--- src/rtl/io_bridge_pkg.sv ---
// io_bridge_pkg: shared definitions for the processor I/O bridge.
//   WORD_W      - data word width of the processor interface
//   irq_state_e - interrupt sequencer states
package io_bridge_pkg;
  localparam int WORD_W = 16;

  typedef enum logic [1:0] {
    IDLE = 2'd0,
    FIRE = 2'd1,
    WAIT = 2'd2,
    HOLD = 2'd3
  } irq_state_e;
endpackage

--- src/rtl/io_fifo.sv ---
// io_fifo: first-word-fall-through FIFO, DEPTH entries of WORD_W bits.
//   clk, reset : clock, synchronous active-high reset
//   push, din  : write request and data (ignored when full unless a pop
//                happens in the same cycle)
//   pop        : consume head (ignored when empty)
//   dout       : head word, 0 when empty
//   empty, full, count : occupancy status
module io_fifo
  import io_bridge_pkg::*;
#(
  parameter int DEPTH = 4
) (
  input  logic                      clk,
  input  logic                      reset,
  input  logic                      push,
  input  logic                      pop,
  input  logic [WORD_W-1:0]         din,
  output logic [WORD_W-1:0]         dout,
  output logic                      empty,
  output logic                      full,
  output logic [$clog2(DEPTH):0]    count
);
  localparam int AW = $clog2(DEPTH);
  localparam int CW = AW + 1;

  logic [WORD_W-1:0] mem_q [DEPTH];
  logic [WORD_W-1:0] mem_d [DEPTH];
  logic [AW-1:0]     wr_ptr_q, wr_ptr_d;
  logic [AW-1:0]     rd_ptr_q, rd_ptr_d;
  logic [CW-1:0]     count_q, count_d;
  logic              do_push, do_pop;

  assign empty = (count_q == '0);
  assign full  = (count_q == CW'(DEPTH));
  assign count = count_q;
  // Storage is not cleared on reset; gating by empty hides stale words.
  assign dout  = empty ? '0 : mem_q[rd_ptr_q];

  always_comb begin
    do_pop   = pop & ~empty;
    // A push into a full FIFO is fine when the head leaves in the same cycle.
    do_push  = push & (~full | do_pop);
    mem_d    = mem_q;
    wr_ptr_d = wr_ptr_q;
    rd_ptr_d = rd_ptr_q;
    count_d  = count_q;
    if (do_push) begin
      mem_d[wr_ptr_q] = din;
      wr_ptr_d        = wr_ptr_q + 1'b1;  // wraps modulo DEPTH (power of two)
    end
    if (do_pop) rd_ptr_d = rd_ptr_q + 1'b1;
    case ({do_push, do_pop})
      2'b10:   count_d = count_q + 1'b1;
      2'b01:   count_d = count_q - 1'b1;
      default: count_d = count_q;
    endcase
  end

  always_ff @(posedge clk) begin
    if (reset) begin
      wr_ptr_q <= '0;
      rd_ptr_q <= '0;
      count_q  <= '0;
    end else begin
      wr_ptr_q <= wr_ptr_d;
      rd_ptr_q <= rd_ptr_d;
      count_q  <= count_d;
    end
  end

  always_ff @(posedge clk) begin
    mem_q <= mem_d;
  end
endmodule

--- src/rtl/proc_io_bridge.sv ---
// proc_io_bridge: I/O responder beside the 16-bit MIPS core.
//   clk, reset                 : clock, synchronous active-high reset
//   cpu_data_out, cpu_out_we   : processor writes -> TX FIFO
//   cpu_in_re, cpu_data_in     : processor reads RX FIFO head (0 when empty)
//   interrupt                  : one-cycle pulse when RX data is waiting
//   ext_rx_data/valid/ready    : external source -> RX FIFO
//   ext_tx_data/valid/ready    : TX FIFO -> external sink
//   tx_overflow, rx_underflow  : sticky error flags, cleared by reset only
//   rx_count, tx_count         : FIFO occupancy
module proc_io_bridge
  import io_bridge_pkg::*;
#(
  parameter int DEPTH   = 4,
  parameter int HOLDOFF = 8
) (
  input  logic                   clk,
  input  logic                   reset,
  input  logic [15:0]            cpu_data_out,
  input  logic                   cpu_out_we,
  input  logic                   cpu_in_re,
  output logic [15:0]            cpu_data_in,
  output logic                   interrupt,
  input  logic [15:0]            ext_rx_data,
  input  logic                   ext_rx_valid,
  output logic                   ext_rx_ready,
  output logic [15:0]            ext_tx_data,
  output logic                   ext_tx_valid,
  input  logic                   ext_tx_ready,
  output logic                   tx_overflow,
  output logic                   rx_underflow,
  output logic [$clog2(DEPTH):0] rx_count,
  output logic [$clog2(DEPTH):0] tx_count
);
  localparam int HW = (HOLDOFF > 1) ? $clog2(HOLDOFF) : 1;

  logic tx_empty, tx_full, rx_empty, rx_full;
  logic tx_pop, rx_push;

  assign ext_tx_valid = ~tx_empty;
  assign tx_pop       = ext_tx_valid & ext_tx_ready;
  // Ready depends on registered occupancy only; no same-cycle pop bypass.
  assign ext_rx_ready = ~rx_full;
  assign rx_push      = ext_rx_valid & ext_rx_ready;

  io_fifo #(.DEPTH(DEPTH)) u_tx_fifo (
    .clk   (clk),
    .reset (reset),
    .push  (cpu_out_we),
    .pop   (tx_pop),
    .din   (cpu_data_out),
    .dout  (ext_tx_data),
    .empty (tx_empty),
    .full  (tx_full),
    .count (tx_count)
  );

  io_fifo #(.DEPTH(DEPTH)) u_rx_fifo (
    .clk   (clk),
    .reset (reset),
    .push  (rx_push),
    .pop   (cpu_in_re),
    .din   (ext_rx_data),
    .dout  (cpu_data_in),
    .empty (rx_empty),
    .full  (rx_full),
    .count (rx_count)
  );

  // Sticky error flags.
  logic tx_overflow_q, tx_overflow_d;
  logic rx_underflow_q, rx_underflow_d;

  always_comb begin
    tx_overflow_d  = tx_overflow_q  | (cpu_out_we & tx_full & ~tx_pop);
    rx_underflow_d = rx_underflow_q | (cpu_in_re & rx_empty);
  end

  assign tx_overflow  = tx_overflow_q;
  assign rx_underflow = rx_underflow_q;

  // Interrupt sequencer: fire once, wait for the CPU to read, then hold
  // off HOLDOFF cycles before another pulse may be raised.
  irq_state_e    state_q, state_d;
  logic [HW-1:0] hold_cnt_q, hold_cnt_d;
  logic          interrupt_q;

  always_comb begin
    state_d    = state_q;
    hold_cnt_d = hold_cnt_q;
    case (state_q)
      IDLE: if (!rx_empty) state_d = FIRE;
      // A read already in the pulse cycle counts as the acknowledge.
      FIRE: begin
        if (cpu_in_re) begin
          state_d    = HOLD;
          hold_cnt_d = HW'(HOLDOFF - 1);
        end else begin
          state_d = WAIT;
        end
      end
      WAIT: begin
        if (cpu_in_re) begin
          state_d    = HOLD;
          hold_cnt_d = HW'(HOLDOFF - 1);
        end
      end
      HOLD: begin
        if (hold_cnt_q == '0) state_d = IDLE;
        else                  hold_cnt_d = hold_cnt_q - 1'b1;
      end
      default: state_d = IDLE;
    endcase
  end

  always_ff @(posedge clk) begin
    if (reset) begin
      state_q        <= IDLE;
      hold_cnt_q     <= '0;
      interrupt_q    <= 1'b0;
      tx_overflow_q  <= 1'b0;
      rx_underflow_q <= 1'b0;
    end else begin
      state_q        <= state_d;
      hold_cnt_q     <= hold_cnt_d;
      interrupt_q    <= (state_d == FIRE);
      tx_overflow_q  <= tx_overflow_d;
      rx_underflow_q <= rx_underflow_d;
    end
  end

  assign interrupt = interrupt_q;
endmodule

--- config.mk ---
export PLATFORM = sky130hd
export DESIGN_NAME = proc_io_bridge
export DESIGN_NICKNAME = d
export VERILOG_FILES = /design/src/rtl/io_bridge_pkg.sv /design/src/rtl/io_fifo.sv /design/src/rtl/proc_io_bridge.sv
export SDC_FILE = /design/constraint.sdc
export NUM_CORES = 1
export LEC_CHECK = 0
export ABC_AREA = 1
export CAP_MARGIN = 20
export CORE_UTILIZATION = 55
export DETAILED_ROUTE_END_ITERATION = 6
export MAX_ROUTING_LAYER = met4
export PLACE_DENSITY = 0.75
export SKIP_CTS_REPAIR_TIMING = 1
export SYNTH_ARGS = -nofsm -noshare
export SYNTH_HDL_FRONTEND = slang
export SYNTH_HIERARCHICAL = 1
export SYNTH_SLANG_ARGS = --single-unit
--- constraint.sdc ---
create_clock -name clk -period 3.1 [get_ports clk]
set_clock_uncertainty 0.2 [all_clocks]
set_input_delay 0.465 -clock clk [delete_from_list [all_inputs] [get_ports clk]]
set_output_delay 0.465 -clock clk [all_outputs]
set_load 0.01 [all_outputs]
======== After elaboration in Yosys (flattened, before gate mapping) ========
Index checks and enable logic that the tools add are counted.
word-level totals
  register bits ........................... 150
  bits of input ports ..................... 38
  output and inout port bits .............. 43
  word-level logic and storage cells ...... 103
operators by class
  add/sub/neg operators ................... 9
  magnitude comparators ................... 6
  equal/unequal tests ..................... 12
  muxes and demuxes ....................... 24
  bitwise operators ....................... 22
  reduce and logical (&&, ||, !) cells .... 11
operators by type and width
  kind                                                        number
  bitwise mux 64 bit                                          2
  two-way mux 16 bit                                          8
  binary-select mux 16 bit (select 2 bit)                     2
  demux 16 bit (select 2 bit)                                 2
  case mux 3 bit (2 select lines)                             3
  >= comparator 3 bit, second input constant                  4
  inverter 2 -> 3 bit                                         4
  AND 1 bit                                                   9
  zero test 3 bit                                             3
  subtractor 3 x 1 -> 3 bit, second input constant            3
  adder 2 x 1 -> 2 bit, second input constant                 4
  equality test 2 x 1 -> 1 bit, second input constant         4
  equality test 2 bit, second input constant                  4
  case mux 2 bit (4 select lines)                             1
  adder 3 x 1 -> 3 bit, second input constant                 2
  equality test 3 bit, second input constant                  2
  less-than comparator 3 x 1 -> 1 bit, second input constant  2
  two-way mux 2 bit                                           3
  two-way mux 3 bit                                           2
  nonzero test 2 bit                                          3
  inverter 1 bit                                              5
  bitwise OR 1 bit                                            4
  AND reduction 3 bit                                         1
  logical AND 1 bit                                           2
  other kinds (5)                                             5

======== Depth between registers and ports, before layout ========
  depth in word-level cells ............... 8
  depth in mapped cells ................... 17
  depth with buffers taken out ............ 16

======== Hierarchy ========
Netlist, hierarchy kept.
by module, submodules not included
  module          times used  cells an instance  area each (sq um)  seq. area each (sq um)
  io_fifo         2           258                2970.3             2062.0
  proc_io_bridge  1           76                 514.2              160.2

======== Least setup slack after synthesis ========
Ideal clock, no wire load.
  path type ............................... reg-to-reg
  from .................................... register u_tx_fifo.count_q[2] (netlist: u_tx_fifo/count[2])
  to ...................................... register u_tx_fifo/mem_q[0] (netlist name), enable pin
  library setup time ...................... 389 ps
  arrival time ............................ 2063 ps
  required time ........................... 2511 ps
  slack ................................... 448 ps
  stages on the path, launching flop included .. 10
  path buffers ............................ 1
  period minus slack after synthesis ...... 2652 ps
  cell sequence ........................... dfxtp_1 inv_1 nand2_1 inv_2 buf_6 nor2_1 inv_1 nand3_1 nand2_1 nor2_1
on the way
  word-level cells in the longest chain between the ends .. 6
  elaborated cells on any way between the ends .. 8
  classes of those cells .................. eq/ne: 1; bitwise: 6; reduce/logical: 1
RTL lines
  what                    line                  RTL
  start, declared         io_fifo.sv:30         logic [CW-1:0] count_q, count_d;
  start signal, assigned  io_fifo.sv:67         count_q <= count_d;
  zero test 3 bit         io_fifo.sv:33         assign empty = (count_q == '0);
  via tx_empty            proc_io_bridge.sv:36  logic tx_empty, tx_full, rx_empty, rx_full;
  inverter 1 bit          proc_io_bridge.sv:39  assign ext_tx_valid = ~tx_empty;
  AND 1 bit               proc_io_bridge.sv:40  assign tx_pop = ext_tx_valid & ext_tx_ready;
  via tx_pop              proc_io_bridge.sv:37  logic tx_pop, rx_push;
  AND 1 bit               io_fifo.sv:40         do_pop = pop & ~empty;
  bitwise OR 1 bit        io_fifo.sv:42         do_push = push & (~full | do_pop);
  AND 1 bit               io_fifo.sv:42
  end signal, assigned    io_fifo.sv:72         mem_q <= mem_d;
  end, declared           io_fifo.sv:26         logic [WORD_W-1:0] mem_q [DEPTH];
The timed path passes the listed nets, and every way through them passes these cells.
A chain may end at the register's enable or synchronous reset.

======== Worst setup path in the final report ========
  from .................................... register u_rx_fifo.rd_ptr_q[0]
  to ...................................... output port cpu_data_in[12]
on the way
  word-level cells in the longest chain between the ends .. 5
RTL lines
  what                                                   line                  RTL
  start, declared                                        io_fifo.sv:29         logic [AW-1:0] rd_ptr_q, rd_ptr_d;
  start signal, assigned                                 io_fifo.sv:66         rd_ptr_q <= rd_ptr_d;
  inverter 2 -> 3 bit (not written as such)              io_fifo.sv:37         assign dout = empty ? '0 : mem_q[rd_ptr_q];
  binary-select mux 16 bit (select 2 bit)                io_fifo.sv:37
  two-way mux 16 bit (not written as such) (2 in a row)  io_fifo.sv:37
  two-way mux 16 bit                                     io_fifo.sv:37
  end, declared                                          proc_io_bridge.sv:21  output logic [15:0] cpu_data_in,
Every way passes these cells. The select of a mux whose other input is x is not followed.

==> impl_metrics.py <==
metrics = {
    "power_and_ir_drop": {
        "pwr-share-seq_pct": 38.0,
        "power-per-cell-area_mw_per_mm2": 853,
        "power_switching_share_pct": 33.2,
        "vdd_drop_max_mv": 0.499,
        "power.share.combinational_pct": 33.0,
        "pwr-share-clk_pct": 29.0,
        "p_leak_nw": 2.98,
        "reported_net_switching_power_w": 0.00225,
        "intPower_w": 0.00452,
    },
    "final_layout": {
        "drive_above_1_share_pct": 9.89,
        "fin_area_sq_mm": 0.00794,
        "area_growth_pct": 23.0,
        "sequential_cell_area_sq_mm": 0.00428,
        "multi_input_gate_area_in_the_final_layout_sq_mm": 0.00175,
        "fillers": 829,
        "final_net_count": 741,
    },
    "floorplanning": {
        "io_pins": 81,
        "die_footprint_sq_mm": 0.0122,
        "chip_height_microns": 110,
        "core_sq_mm": 0.0114,
        "rows": 39,
        "initial_utilization_pct": 56.5,
        "floorplan.die.width_microns": 110,
    },
    "route": {
        "highest-signal-layer": "met4",
        "drc_errors": 0,
        "first_iter_violations": 258,
        "drtAntennaViolNets": 0,
        "wl_per_cell_microns": 16.2,
        "route.final.wire_length_microns": 13700,
        "routed-wl-met2_microns": 7390,
        "first_pass_drt_iterations": 5,
        "wl_met3_microns": 731,
        "wirelength_met1_microns": 5260,
        "via_per_inst": 5.31,
        "vias": 4472,
    },
    "setup_path": {
        "setup.worst_path.end_class": "output pin",
        "worst-endpoint-required_ns": 2.43,
        "worstSetupStartpointType": "flip-flop",
        "worst-endpoint-arrival_ns": 2.28,
        "cp_max_fo": 33,
        "setup.worst_path.class": "reg -> out",
    },
    "timing": {
        "final-max-slew-violation-count": 0,
        "finalCritPeriodShare_pct": 94.9,
        "final_report_setup_violation_count": 0,
        "fmax_mhz": 340,
        "hold_viol_final": 0,
        "finalSetupTns_ns": 0,
        "hold_slack_ns": 0.272,
        "setup_slack_ns": 0.158,
        "worst_slew_pin_slew_ns": 0.513,
        "unrepaired_setup_endpoints_after_global_routing": "no",
        "timing.final.crit_period_ns": 2.94,
        "slew-limit-headroom_pct": 65.7,
    },
    "run_status": {
        "run_status": "finished, final reports clean",
    },
    "grt": {
        "grt_antenna_before_repair": 1,
        "grt_pass1_vias": 4524,
        "grt-ovfl-total": 0,
        "grtUsageTotal_pct": 24.7,
        "grt_pass1_wl_microns": 21300,
        "grt_start_max_net_pins": 34,
    },
    "yosys": {
        "syn-cell-area_sq_mm": 0.00645,
        "ys_seq_area_share_pct": 66.4,
        "netlist_instances": 592,
        "ys.warnings.count": 6,
        "yosys_register_bits": 150,
        "syn_nets": 648,
        "netlist.top_cell.by_area": "sky130_fd_sc_hd__edfxtp_1",
        "post_synth.cell_area_avg_sq_um": 10.9,
        "yosys.cell_types.count": 22,
        "synth_top_cell_area_share_pct": 59.5,
        "synthTopCellsByArea": "sky130_fd_sc_hd__edfxtp_1, sky130_fd_sc_hd__nor2_1, sky130_fd_sc_hd__dfxtp_1, sky130_fd_sc_hd__o21ai_1, sky130_fd_sc_hd__a21oi_1",
    },
    "placed_design": {
        "place_worst_setup_slack_ns": 0.240,
        "routabilityCongestion": 0.811,
        "dpl_cell_area_sq_mm": 0.00736,
        "dp_hpwl_microns": 8480,
        "io_buffers": 80,
    },
    "flow_run": {
        "maxCapViolations": 0,
    },
    "clock_network": {
        "clock_tree.htree_level_count": 4,
        "cts_sink_count": 150,
        "cts_max_path_buffers": 2,
        "clkTransAtPathRegs_ns": 0.06,
        "cts_root_buf": "sky130_fd_sc_hd__clkbuf_16",
        "tritoncts": "built",
        "clock_latency_ns": 0.42,
        "tritoncts.num_buffers": 17,
    },
    "min_path": {
        "worstHoldPathType": "reg -> reg",
    },
}
Yosys cell counts (all sizes together):
cell / count
nor2: 163
edfxtp: 128
nor3: 2
inv: 55
nand3: 18
o21ai: 69
dfxtp: 22
nand2: 49
buf: 20
a21oi: 46
clkbuf: 2
ha: 16
fa: 2
registers in the layout, indices dropped and copies added (netlist names):
name                cells
interrupt               1
u_rx_fifo/mem_q        64
u_tx_fifo/wr_ptr_q      2
u_rx_fifo/rd_ptr_q      2
tx_overflow             1
u_tx_fifo/mem_q        64
state_q                 2
hold_cnt_q              3
u_rx_fifo/wr_ptr_q      2
rx_underflow            1
u_rx_fifo/count         3
u_tx_fifo/rd_ptr_q      2
u_tx_fifo/count         3
power groups by stage:
stage | Sequential (W) | Clock [W] | Combinational, W
global route | 0.00260 | 0.00207 | 0.00248
global placement | 0.00260 | 0 | 0.00216
finish | 0.00257 | 0.00196 | 0.00224
floorplan | 0.00258 | 0 | 0.00134
CTS | 0.00257 | 0.00199 | 0.00225
detailed placement | 0.00261 | 0 | 0.00221
worst paths after layout:
check                                           start            endpoint  slack [ns]  cells past startpoint
worst min-delay path                     rx_underflow        rx_underflow        0.27                      2
worst max register to register     u_tx_fifo/count[1]  u_tx_fifo/count[2]        0.33                     16
worst min register to register           rx_underflow        rx_underflow        0.27                      2
worst max-delay path            u_rx_fifo/rd_ptr_q[0]     cpu_data_in[12]        0.16                      5
layout make-up:
cell class / count / share of cell area (%)
flip-flops and latches: 150 / 53.9
multi-input cells: 365 / 22.1
repair buffers: 96 / 11.8
clock buffers: 18 / 5.40
inverters: 55 / 2.76
well taps: 143 / 2.25
clock inverters: 14 / 1.76
diodes: 1 / 0.0315
cell usage in the layout, fill, tap and decap left out, types with 14 or more instances in the layout:
master / n
sky130_fd_sc_hd__nand2_1: 45
sky130_fd_sc_hd__nor2_1: 160
sky130_fd_sc_hd__ha_1: 16
sky130_fd_sc_hd__clkbuf_16: 17
sky130_fd_sc_hd__buf_4: 15
sky130_fd_sc_hd__nand3_1: 16
sky130_fd_sc_hd__edfxtp_1: 128
sky130_fd_sc_hd__dfxtp_1: 22
sky130_fd_sc_hd__a21oi_1: 42
sky130_fd_sc_hd__inv_1: 46
sky130_fd_sc_hd__clkdlybuf4s50_1: 80
sky130_fd_sc_hd__o21ai_1: 55
sky130_fd_sc_hd__o21ai_0: 14
layer usage:
metal | global-route usage [%] | up-vias
met4 | 11.3 | 0
met1 | 25.7 | 2101
met2 | 44.4 | 162
met5 | - | -
li1 | - | 2179
met3 | 5.53 | 30
through the flow:
stage               util [%]  power (W)  std cells
finish                  69.5    0.00677        842
detailed placement      64.5    0.00482        809
global placement        64.5    0.00476        809
global route            69.5    0.00714        842
CTS                     69.5    0.00681        841
floorplan                  -    0.00392        592
worst max-delay path, cell delays in order (launching register included):
cell and delay [ns]:
sky130_fd_sc_hd__dfxtp_1 0.38, sky130_fd_sc_hd__buf_4 0.23, sky130_fd_sc_hd__inv_4 0.27, sky130_fd_sc_hd__o21ai_1 0.13, sky130_fd_sc_hd__a21oi_1 0.25, sky130_fd_sc_hd__clkdlybuf4s50_1 0.59
cells by family after synthesis:
| kind of cell | after synthesis | synth area share [%] |
|---|---|---|
| AOI/OAI and AO/OA | 115 | 9.15 |
| buffers and inverters | 77 | 6.49 |
| adders and majority gates | 18 | 3.72 |
| DFF | 150 | 66.4 |
| and+or+nand+nor | 232 | 14.3 |
(Power assumes the default switching activity.)
